[config.mk]
export PLATFORM = sky130hd
export DESIGN_NAME = uart_tx_ctrl
export DESIGN_NICKNAME = d
export VERILOG_FILES = /design/src/rtl/uart_tx_ctrl.sv
export SDC_FILE = /design/constraint.sdc
export NUM_CORES = 1
export LEC_CHECK = 0
export CORE_ASPECT_RATIO = 1.1
export CORE_MARGIN = 2
export CORE_UTILIZATION = 25
export CTS_CLUSTER_SIZE = 40
export DETAILED_ROUTE_END_ITERATION = 10
export DONT_BUFFER_PORTS = 1
export GPL_ROUTABILITY_DRIVEN = 0
export SYNTH_ARGS = -nofsm -noshare
export SYNTH_HDL_FRONTEND = slang
export SYNTH_SLANG_ARGS = --single-unit
[constraint.sdc]
create_clock -name CLK -period 2.1 [get_ports CLK]
set_input_delay 0.21 -clock CLK [delete_from_list [all_inputs] [get_ports CLK]]
set_output_delay 0.21 -clock CLK [all_outputs]
set_load 0.03 [all_outputs]
[src/rtl/uart_tx_ctrl.sv]
// ---------------------------------------------------------------------------
// uart_tx_ctrl
//
// Frame sequencer for the UART transmit path. A one-entry holding buffer
// takes a byte (plus parity options) from the host. A start/data/parity/stop
// state machine, advanced only on the baud strobe, drives the load and
// shift controls of an external bit serializer. It also muxes the start bit,
// the serializer bit, the parity bit and the stop bit onto the TX line.
// Frames may run back-to-back without an idle bit between them.
//
// Ports:
//   CLK         single clock
//   RST         synchronous, active-low reset
//   TX_tick     one-cycle baud strobe; every state transition happens on it
//   P_DATA      byte to send, sampled on accept
//   DATA_VALID  host offers P_DATA
//   PAR_EN      parity enable, sampled on accept
//   PAR_TYP     parity type (0 = even, 1 = odd), sampled on accept
//   ser_data    current serializer bit (bit 0 after load, LSB first)
//   ser_done    serializer is presenting its last bit
//   READY       holding buffer empty
//   ser_load    registered one-cycle pulse: load frame byte into serializer
//   ser_shift   registered one-cycle pulse: advance serializer by one bit
//   TX_OUT      serial line, idle high
//   BUSY        frame in progress
//   TX_DONE     registered one-cycle pulse at the end of a stop bit
//   FRAME_ERR   registered one-cycle pulse: ser_done low after last data bit
// ---------------------------------------------------------------------------
module uart_tx_ctrl #(
  parameter int DATA_WIDTH = 8
) (
  input  logic                  CLK,
  input  logic                  RST,
  input  logic                  TX_tick,
  input  logic [DATA_WIDTH-1:0] P_DATA,
  input  logic                  DATA_VALID,
  input  logic                  PAR_EN,
  input  logic                  PAR_TYP,
  input  logic                  ser_data,
  input  logic                  ser_done,
  output logic                  READY,
  output logic                  ser_load,
  output logic                  ser_shift,
  output logic                  TX_OUT,
  output logic                  BUSY,
  output logic                  TX_DONE,
  output logic                  FRAME_ERR
);

  localparam int CNT_W = (DATA_WIDTH > 1) ? $clog2(DATA_WIDTH) : 1;
  localparam logic [CNT_W-1:0] LAST_BIT = CNT_W'(DATA_WIDTH - 1);

  typedef enum logic [2:0] {
    ST_IDLE   = 3'd0,
    ST_START  = 3'd1,
    ST_DATA   = 3'd2,
    ST_PARITY = 3'd3,
    ST_STOP   = 3'd4
  } state_t;

  // Parity bit that goes on the line: even parity makes the total count of
  // ones (data + parity) even; odd type inverts it.
  function automatic logic calc_par_bit(input logic [DATA_WIDTH-1:0] data,
                                        input logic                  par_typ);
    return (^data) ^ par_typ;
  endfunction

  // Sequencer state
  state_t           state_r, state_s;
  logic [CNT_W-1:0] bit_cnt_r, bit_cnt_s;
  logic             start_s;

  // Registered control pulses
  logic ser_load_r, ser_load_s;
  logic ser_shift_r, ser_shift_s;
  logic tx_done_r, tx_done_s;
  logic frame_err_r, frame_err_s;

  // Holding buffer
  logic                  hold_v_r, hold_v_s;
  logic [DATA_WIDTH-1:0] hold_data_r, hold_data_s;
  logic                  hold_par_en_r, hold_par_en_s;
  logic                  hold_par_typ_r, hold_par_typ_s;

  // Per-frame parity settings, frozen for the whole frame
  logic frm_par_en_r, frm_par_en_s;
  logic frm_par_bit_r, frm_par_bit_s;

  logic tx_out_s;

  // Next-state and next-pulse logic of the frame sequencer.
  always_comb begin
    state_s     = state_r;
    bit_cnt_s   = bit_cnt_r;
    start_s     = 1'b0;
    ser_shift_s = 1'b0;
    tx_done_s   = 1'b0;
    frame_err_s = 1'b0;
    case (state_r)
      ST_IDLE: begin
        if (TX_tick && hold_v_r) begin
          state_s = ST_START;
          start_s = 1'b1;
        end else begin
          state_s = ST_IDLE;
        end
      end
      ST_START: begin
        if (TX_tick) begin
          state_s   = ST_DATA;
          bit_cnt_s = {CNT_W{1'b0}};
        end else begin
          state_s = ST_START;
        end
      end
      ST_DATA: begin
        if (TX_tick) begin
          if (bit_cnt_r != LAST_BIT) begin
            ser_shift_s = 1'b1;
            bit_cnt_s   = bit_cnt_r + CNT_W'(1);
          end else begin
            // Last data bit: the serializer must agree it is on its last bit.
            // A mismatch is flagged but the frame still completes.
            frame_err_s = ~ser_done;
            state_s     = frm_par_en_r ? ST_PARITY : ST_STOP;
          end
        end else begin
          state_s = ST_DATA;
        end
      end
      ST_PARITY: begin
        if (TX_tick) begin
          state_s = ST_STOP;
        end else begin
          state_s = ST_PARITY;
        end
      end
      ST_STOP: begin
        if (TX_tick) begin
          tx_done_s = 1'b1;
          if (hold_v_r) begin
            // Back-to-back: next start bit directly follows this stop bit.
            state_s = ST_START;
            start_s = 1'b1;
          end else begin
            state_s = ST_IDLE;
          end
        end else begin
          state_s = ST_STOP;
        end
      end
      default: begin
        state_s   = ST_IDLE;
        bit_cnt_s = {CNT_W{1'b0}};
      end
    endcase
    ser_load_s = start_s;
  end

  // Holding-buffer accept/free and frame-register capture.
  always_comb begin
    hold_v_s       = hold_v_r;
    hold_data_s    = hold_data_r;
    hold_par_en_s  = hold_par_en_r;
    hold_par_typ_s = hold_par_typ_r;
    frm_par_en_s   = frm_par_en_r;
    frm_par_bit_s  = frm_par_bit_r;
    if (start_s) begin
      // A frame start always sees a full buffer, so no accept can coincide.
      hold_v_s      = 1'b0;
      frm_par_en_s  = hold_par_en_r;
      frm_par_bit_s = calc_par_bit(hold_data_r, hold_par_typ_r);
    end else if (DATA_VALID && !hold_v_r) begin
      hold_v_s       = 1'b1;
      hold_data_s    = P_DATA;
      hold_par_en_s  = PAR_EN;
      hold_par_typ_s = PAR_TYP;
    end else begin
      hold_v_s = hold_v_r;
    end
  end

  // Line multiplexer: selects the bit source for the current frame section.
  always_comb begin
    tx_out_s = 1'b1;
    case (state_r)
      ST_IDLE:   tx_out_s = 1'b1;
      ST_START:  tx_out_s = 1'b0;
      ST_DATA:   tx_out_s = ser_data;
      ST_PARITY: tx_out_s = frm_par_bit_r;
      ST_STOP:   tx_out_s = 1'b1;
      default:   tx_out_s = 1'b1;
    endcase
  end

  // State register and bit counter.
  always_ff @(posedge CLK) begin
    if (!RST) begin
      state_r   <= ST_IDLE;
      bit_cnt_r <= {CNT_W{1'b0}};
    end else begin
      state_r   <= state_s;
      bit_cnt_r <= bit_cnt_s;
    end
  end

  // Registered one-cycle control and status pulses.
  always_ff @(posedge CLK) begin
    if (!RST) begin
      ser_load_r  <= 1'b0;
      ser_shift_r <= 1'b0;
      tx_done_r   <= 1'b0;
      frame_err_r <= 1'b0;
    end else begin
      ser_load_r  <= ser_load_s;
      ser_shift_r <= ser_shift_s;
      tx_done_r   <= tx_done_s;
      frame_err_r <= frame_err_s;
    end
  end

  // Holding buffer and frame parity registers.
  always_ff @(posedge CLK) begin
    if (!RST) begin
      hold_v_r       <= 1'b0;
      hold_data_r    <= {DATA_WIDTH{1'b0}};
      hold_par_en_r  <= 1'b0;
      hold_par_typ_r <= 1'b0;
      frm_par_en_r   <= 1'b0;
      frm_par_bit_r  <= 1'b0;
    end else begin
      hold_v_r       <= hold_v_s;
      hold_data_r    <= hold_data_s;
      hold_par_en_r  <= hold_par_en_s;
      hold_par_typ_r <= hold_par_typ_s;
      frm_par_en_r   <= frm_par_en_s;
      frm_par_bit_r  <= frm_par_bit_s;
    end
  end

  assign READY     = ~hold_v_r;
  assign BUSY      = (state_r != ST_IDLE);
  assign ser_load  = ser_load_r;
  assign ser_shift = ser_shift_r;
  assign TX_DONE   = tx_done_r;
  assign FRAME_ERR = frame_err_r;
  assign TX_OUT    = tx_out_s;

endmodule

==> results of run 1 <==
## where the power goes
group / switching [µW] / internal, µW / total [µW]
clock network: 137 / 132 / 270
registers: 18.9 / 454 / 473
logic: 46.5 / 46.6 / 93.0
total: 203 / 633 / 836
## critical path, stage by stage (launching register included)
cell	delay, ns
dfxtp_1	0.33
ha_1	0.20
ha_1	0.23
or2b_1	0.18
a21oi_2	0.08
or4b_1	0.53
a21boi_1	0.15
## through the flow
| stage | power, µW | hold WS [ns] |
|---|---|---|
| after detailed placement | 579 | 0.292 |
| final | 836 | 0.0163 |
| after global placement | 578 | 0.291 |
| after CTS | 852 | 0.00899 |
| after global routing | 884 | 0.00335 |
| after floorplan | 568 | 0.286 |
## sequential cells by signal, indices dropped and copies added, names as in the netlist
signal	count
hold_v_r	1
hold_par_en_r	1
FRAME_ERR	1
frm_par_bit_r	1
TX_DONE	1
state_r	3
ser_shift	1
hold_data_r	8
bit_cnt_r	3
frm_par_en_r	1
hold_par_typ_r	1
ser_load	1
## cell usage in the layout (no fill, tap or decap)
| master | instances |
|---|---|
| ha_1 | 2 |
| or4b_1 | 2 |
| clkinv_2 | 1 |
| nand2b_1 | 2 |
| mux2i_1 | 1 |
| or2b_1 | 1 |
| inv_1 | 2 |
| nand2_1 | 27 |
| a21boi_0 | 10 |
| clkbuf_8 | 3 |
| a211o_1 | 1 |
| a21oi_2 | 1 |
| nand4_1 | 1 |
| nand3_1 | 2 |
| a21boi_1 | 3 |
| o22a_1 | 1 |
| nor2b_1 | 4 |
| nand4b_1 | 1 |
| nor2_1 | 12 |
| buf_4 | 1 |
| xnor3_1 | 2 |
| or3_1 | 1 |
| or4_1 | 1 |
| o21ai_0 | 6 |
| xor2_1 | 1 |
| a21oi_1 | 4 |
| and4bb_4 | 1 |
| nor3b_1 | 3 |
| xnor2_1 | 2 |
| dfxtp_1 | 23 |
| and2_1 | 1 |
| a311o_1 | 1 |
## kinds of logic (layout without fill, tap and decap cells)
kind of cell    count (synthesis)  count (layout)  share of synthesized area [%]
buf+inv                         9               7                           4.24
simple gates                   59              59                           27.0
xor+xnor                        5               5                           6.53
flops                          23              23                           42.2
mux                             1               1                          0.916
fa+ha+maj                       2               2                           2.29
compound gates                 27              27                           16.8
## path summary, 6_finish.rpt
| kind | to | slack [ns] | cells after the start |
|---|---|---|---|
| setup / recovery | bit_cnt_r[2]$_SDFFE_PN0P_ | 0.34 | 6 |
| hold / removal | FRAME_ERR$_SDFF_PP0_ | 0.02 | 1 |
| setup reg to reg | bit_cnt_r[2]$_SDFFE_PN0P_ | 0.34 | 6 |
| hold reg to reg | hold_par_en_r$_SDFFE_PN0P_ | 0.47 | 2 |
## final cells by class
| class | instances | area share [%] |
|---|---|---|
| clock buffers | 3 | 3.51 |
| clock inverters | 1 | 0.426 |
| inverters | 2 | 0.639 |
| multi-input cells | 94 | 49.8 |
| flip-flops and latches | 23 | 39.2 |
| well taps | 54 | 5.75 |
| repair buffers | 1 | 0.639 |
## metal layers
layer  vias up  global-route usage [%]  wire length [µm]
li1        420                       -                 -
met1       361                    10.0               884
met2        13                    14.5               940
met3         2                    4.90               185
met4         0                    3.40                17
met5         -                       0                 0
==> metrics, run 1 <==
status completed; Worst EP required 2.30 ns; Worst slew margin 72.0%; Non-Filler Instances 178; Pleak 0.000436 µW; Root Driver clkbuf_8; Clock Skews 0.00161 ns; EDFF count, synth 0; number of port buffers 0; Area Overhead vs Synth 7.56%; top_reg_cell synth dfxtp_1; top cells by count, synth 27 x nand2_1, 23 x dfxtp_1, 12 x nor2_1; post-CTS sizing 0; worst r2r src bit_cnt_r[0]$_SDFFE_PN0P_; Ports 23; Post-CTS Setup Bufs 0; Slew Limit Fails 0; PwrDens 711 mW/mm²; RSZ-0062 raised after global routing false; final setup TNS 0 ns; first-pass GRT wire length 3330 µm; Synth Instances 126; via count 796; Hold Path Class in -> reg; CTS clock-pin slew for the worst setup and hold paths 0.08 ns; number of max-cap violations 0; dpl cells 174; mean cell area of the mapped netlist 8.67 µm²; Clk Latency, worst-skew pair 0.26 ns; H-tree Lvls 1; cell taking the most area after synthesis dfxtp_1; Post-CTS Hold Buffers 0; Worst setup EP type flop; Routed Antenna Nets 0; final wirelength 2030 µm; TritonCTS clock tree yes; die area 0.00491 mm²; HPWL Detailed 1450 µm; Residual DRC 0; min Tclk post-route 1.76 ns; # clock sinks 23; all-layer global routing usage 9.04%; dpl ws 0.364 ns; worst-path maximum fanout 6; layout cells sized above 1 5.65%; Final Instance Area 0.00117 mm²; Setup CP Type reg -> reg; Hold Vio Cnt, Final 0; Syn Std Cell Area 0.00109 mm²; Clock Path Buffers 2; worst-case vdd ir drop 208 µV; largest net degree at the start of global routing 23; Distinct cells, synth 33; Filler cells 489; TritonCTS Buffers 3; FFs w/ async S/R, synth 0%; core area 0.00425 mm²; Initial Utilization 25.7%; top-count cell post-synth nand2_1; drt wl/cell 11.4 µm; initial antenna violation count 0; syn nets 144; Final WS setup 0.345 ns; vias in the first global route 779; area share of the largest cell type after synthesis 42.2%; Hold Startpoint ser_done; Pre-antenna DRT Iters 4; row cnt 25; Nets 143; Worst Path Arrival 1.95 ns; DRT iter0 DRCs 36; ant diodes 0; post-layout util 27.6%; Multi-input gate area 586 µm²; Die Y 73.3 µm; Chip Width 67.0 µm; synthesis warning total 0; launch point of the critical path bit_cnt_r[0]$_SDFFE_PN0P_; Via density 4.47; Remaining Overflow, GRT 0; Reg area 460 µm²; worst slew pin tran 0.419 ns; critical path startpoint category flop; top post-synthesis cells by area dfxtp_1 42%, nand2_1 9.3%, a21boi_0 6.9%; final setup fails 0; period utilization 83.6%; post-synthesis sequential area ratio 42.2%; Peak Freq 0.570 GHz; cell area after placement 0.00113 mm²; flops & latches, synth 23
Power figures use the tool's default switching activity.
==> run 2: changes to the inputs <==
Clock period 2.1 ns to 1.85 ns, I/O delays scaled along.
==> run 2 against run 1 <==
Effect of this change:
- count of clock-buffer cells in the layout up 1
- die area unchanged
- clock power up 12%
- critical endpoint unchanged
- largest power group unchanged
==> metrics, run 2 (synthesis results as in run 1) <==
Routed Antenna Nets 0 (unchanged); Clock Path Buffers 2 (unchanged); final setup TNS 0 ns (unchanged); worst slew pin tran 0.367 ns (-0.0518 ns); Area Overhead vs Synth 9.74%; H-tree Lvls 1 (unchanged); gr busiest metal met2; PwrDens 794 mW/mm² (+12%); Ports 23 (unchanged); Worst EP required 2.05 ns (-0.25 ns); Hold Path Class in -> reg; Clock Skews 0.00604 ns (+0.00443 ns); Worst Path Arrival 1.92 ns (-0.03 ns); worst r2r src bit_cnt_r[0]$_SDFFE_PN0P_; post-CTS sizing 0 (unchanged); all-layer global routing usage 9.10% (+0.058 points); DRT iter0 DRCs 31 (-14%); Pleak 0.000448 µW (+2.8%); Initial Utilization 25.7% (unchanged); layout cells sized above 1 6.30% (+0.65 points); Worst setup EP type flop; TritonCTS Buffers 3 (unchanged); final total power 951 µW (+14%); row cnt 25 (unchanged); crit path max-delay cell type or4b_1; max incr delay on CP 0.51 ns (-0.02 ns); largest register by flop count hold_data_r; Setup CP Type reg -> reg; CP bufs+invs 0 (unchanged); Peak Freq 0.578 GHz (+1.5%); period utilization 93.5% (+9.9 points); status completed; number of port buffers 0 (unchanged); crit-path cells ha_1, ha_1, or2b_1, a21oi_2, or4b_1, a21boi_1; Remaining Overflow, GRT 0 (unchanged); Multi-input gate area 586 µm² (unchanged); Root Driver clkbuf_8; HPWL Detailed 1500 µm (+3.0%); number of max-cap violations 0 (unchanged); core area 0.00425 mm² (unchanged); ant diodes 0 (unchanged); Post-CTS Setup Bufs 0 (unchanged); Die Y 73.3 µm (unchanged); via count 793 (-0.38%); crit-path most repeated cell ha_1; max reg flops 8 (unchanged); Nets 146 (+2.1%); worst-path maximum fanout 6 (unchanged); Chip Width 67.0 µm (unchanged); initial antenna violation count 0 (unchanged); vias in the first global route 774 (-0.64%); Global Route met3 Usage 3.68% (-1.2 points); Hold Startpoint TX_tick; Largest regs hold_data_r x8, bit_cnt_r x3, state_r x3; final wirelength 2070 µm (+2.3%); first-pass GRT wire length 3460 µm (+3.9%); TritonCTS clock tree yes; largest net degree at the start of global routing 23 (unchanged); launch point of the critical path bit_cnt_r[0]$_SDFFE_PN0P_; crit-path leading delay family simple AND/OR/NAND/NOR gates; Residual DRC 0 (unchanged); drt wl/cell 11.5 µm (+0.62%); # clock sinks 23 (unchanged); met2 Use GR 14.1% (-0.44 points); Reg area 460 µm² (unchanged); RSZ-0062 raised after global routing false; final setup fails 0 (unchanged); Hold WS 0.0349 ns (+0.0186 ns); Via density 4.38 (-2.0%); Hold Vio Cnt, Final 0 (unchanged); Worst slew margin 75.5% (+3.5 points); commonest non-fill, non-tap cell in the layout nand2_1; worst-case vdd ir drop 281 µV (+35%); Clk Latency, worst-skew pair 0.26 ns (about the same); min Tclk post-route 1.73 ns (-0.0261 ns); critical path startpoint category flop; commonest non-fill, non-tap cells in the layout 27 x nand2_1, 23 x dfxtp_1, 12 x nor2_1; die area 0.00491 mm² (unchanged); Pre-antenna DRT Iters 2 (-2); Slew Limit Fails 0 (unchanged); CTS clock-pin slew for the worst setup and hold paths 0.08 ns (about the same); Filler cells 485 (-0.82%); met1 Use GR 11.0% (+1.0 points)
## run 2: metal layers
layer	wire [µm]	up-vias
met3	170	2
met5	0	-
met1	951	353
met4	24	0
met2	927	11
li1	-	427
## run 2: worst paths after layout
check | to | slack [ns] | cells past startpoint
worst max-delay path | bit_cnt_r[2]$_SDFFE_PN0P_ | 0.12 | 6
worst max register to register | bit_cnt_r[2]$_SDFFE_PN0P_ | 0.12 | 6
worst min register to register | hold_par_en_r$_SDFFE_PN0P_ | 0.46 | 2
worst min-delay path | TX_DONE$_SDFF_PN0_ | 0.03 | 2
## run 2: worst register-to-register path: cells and delay by family, from the launching register on
kind | cells | cell delay, ns
AO/OA/AOI/OAI | 2 | 0.21
adder cells (fa/ha/maj) | 2 | 0.43
flip-flops | 1 | 0.32
AND/OR/NAND/NOR | 2 | 0.69
## run 2: report_power, final
group	total, µW	switching, µW	internal, µW	leakage, µW
clock network	303	150	153	0.0000228
logic	115	58.1	56.6	0.000238
registers	534	18.1	515	0.000187
total	951	226	725	0.000448
## run 2: layout make-up
| class | count | share of cell area [%] |
|---|---|---|
| multi-input cells | 94 | 48.9 |
| flip-flops and latches | 23 | 38.4 |
| well taps | 54 | 5.64 |
| clock buffers | 4 | 3.76 |
| repair buffers | 4 | 2.71 |
| inverters | 2 | 0.626 |
## run 2: repair_timing
action | 4_1_cts | 5_1_grt
hold buffers | 1 | 0
endpoints found under the setup margin | 0 | 2
hold endpoints to repair | 1 | 0
## run 2: metrics by stage
step	cell area (µm²)	std cells	setup WS [ns]	utilization, %
after CTS	1200	181	0.106	28.2
after floorplan	1090	126	0.241	-
after global placement	1140	176	0.167	26.9
after detailed placement	1140	176	0.124	26.9
after global routing	1200	181	0.00554	28.2
final	1200	181	0.121	28.2
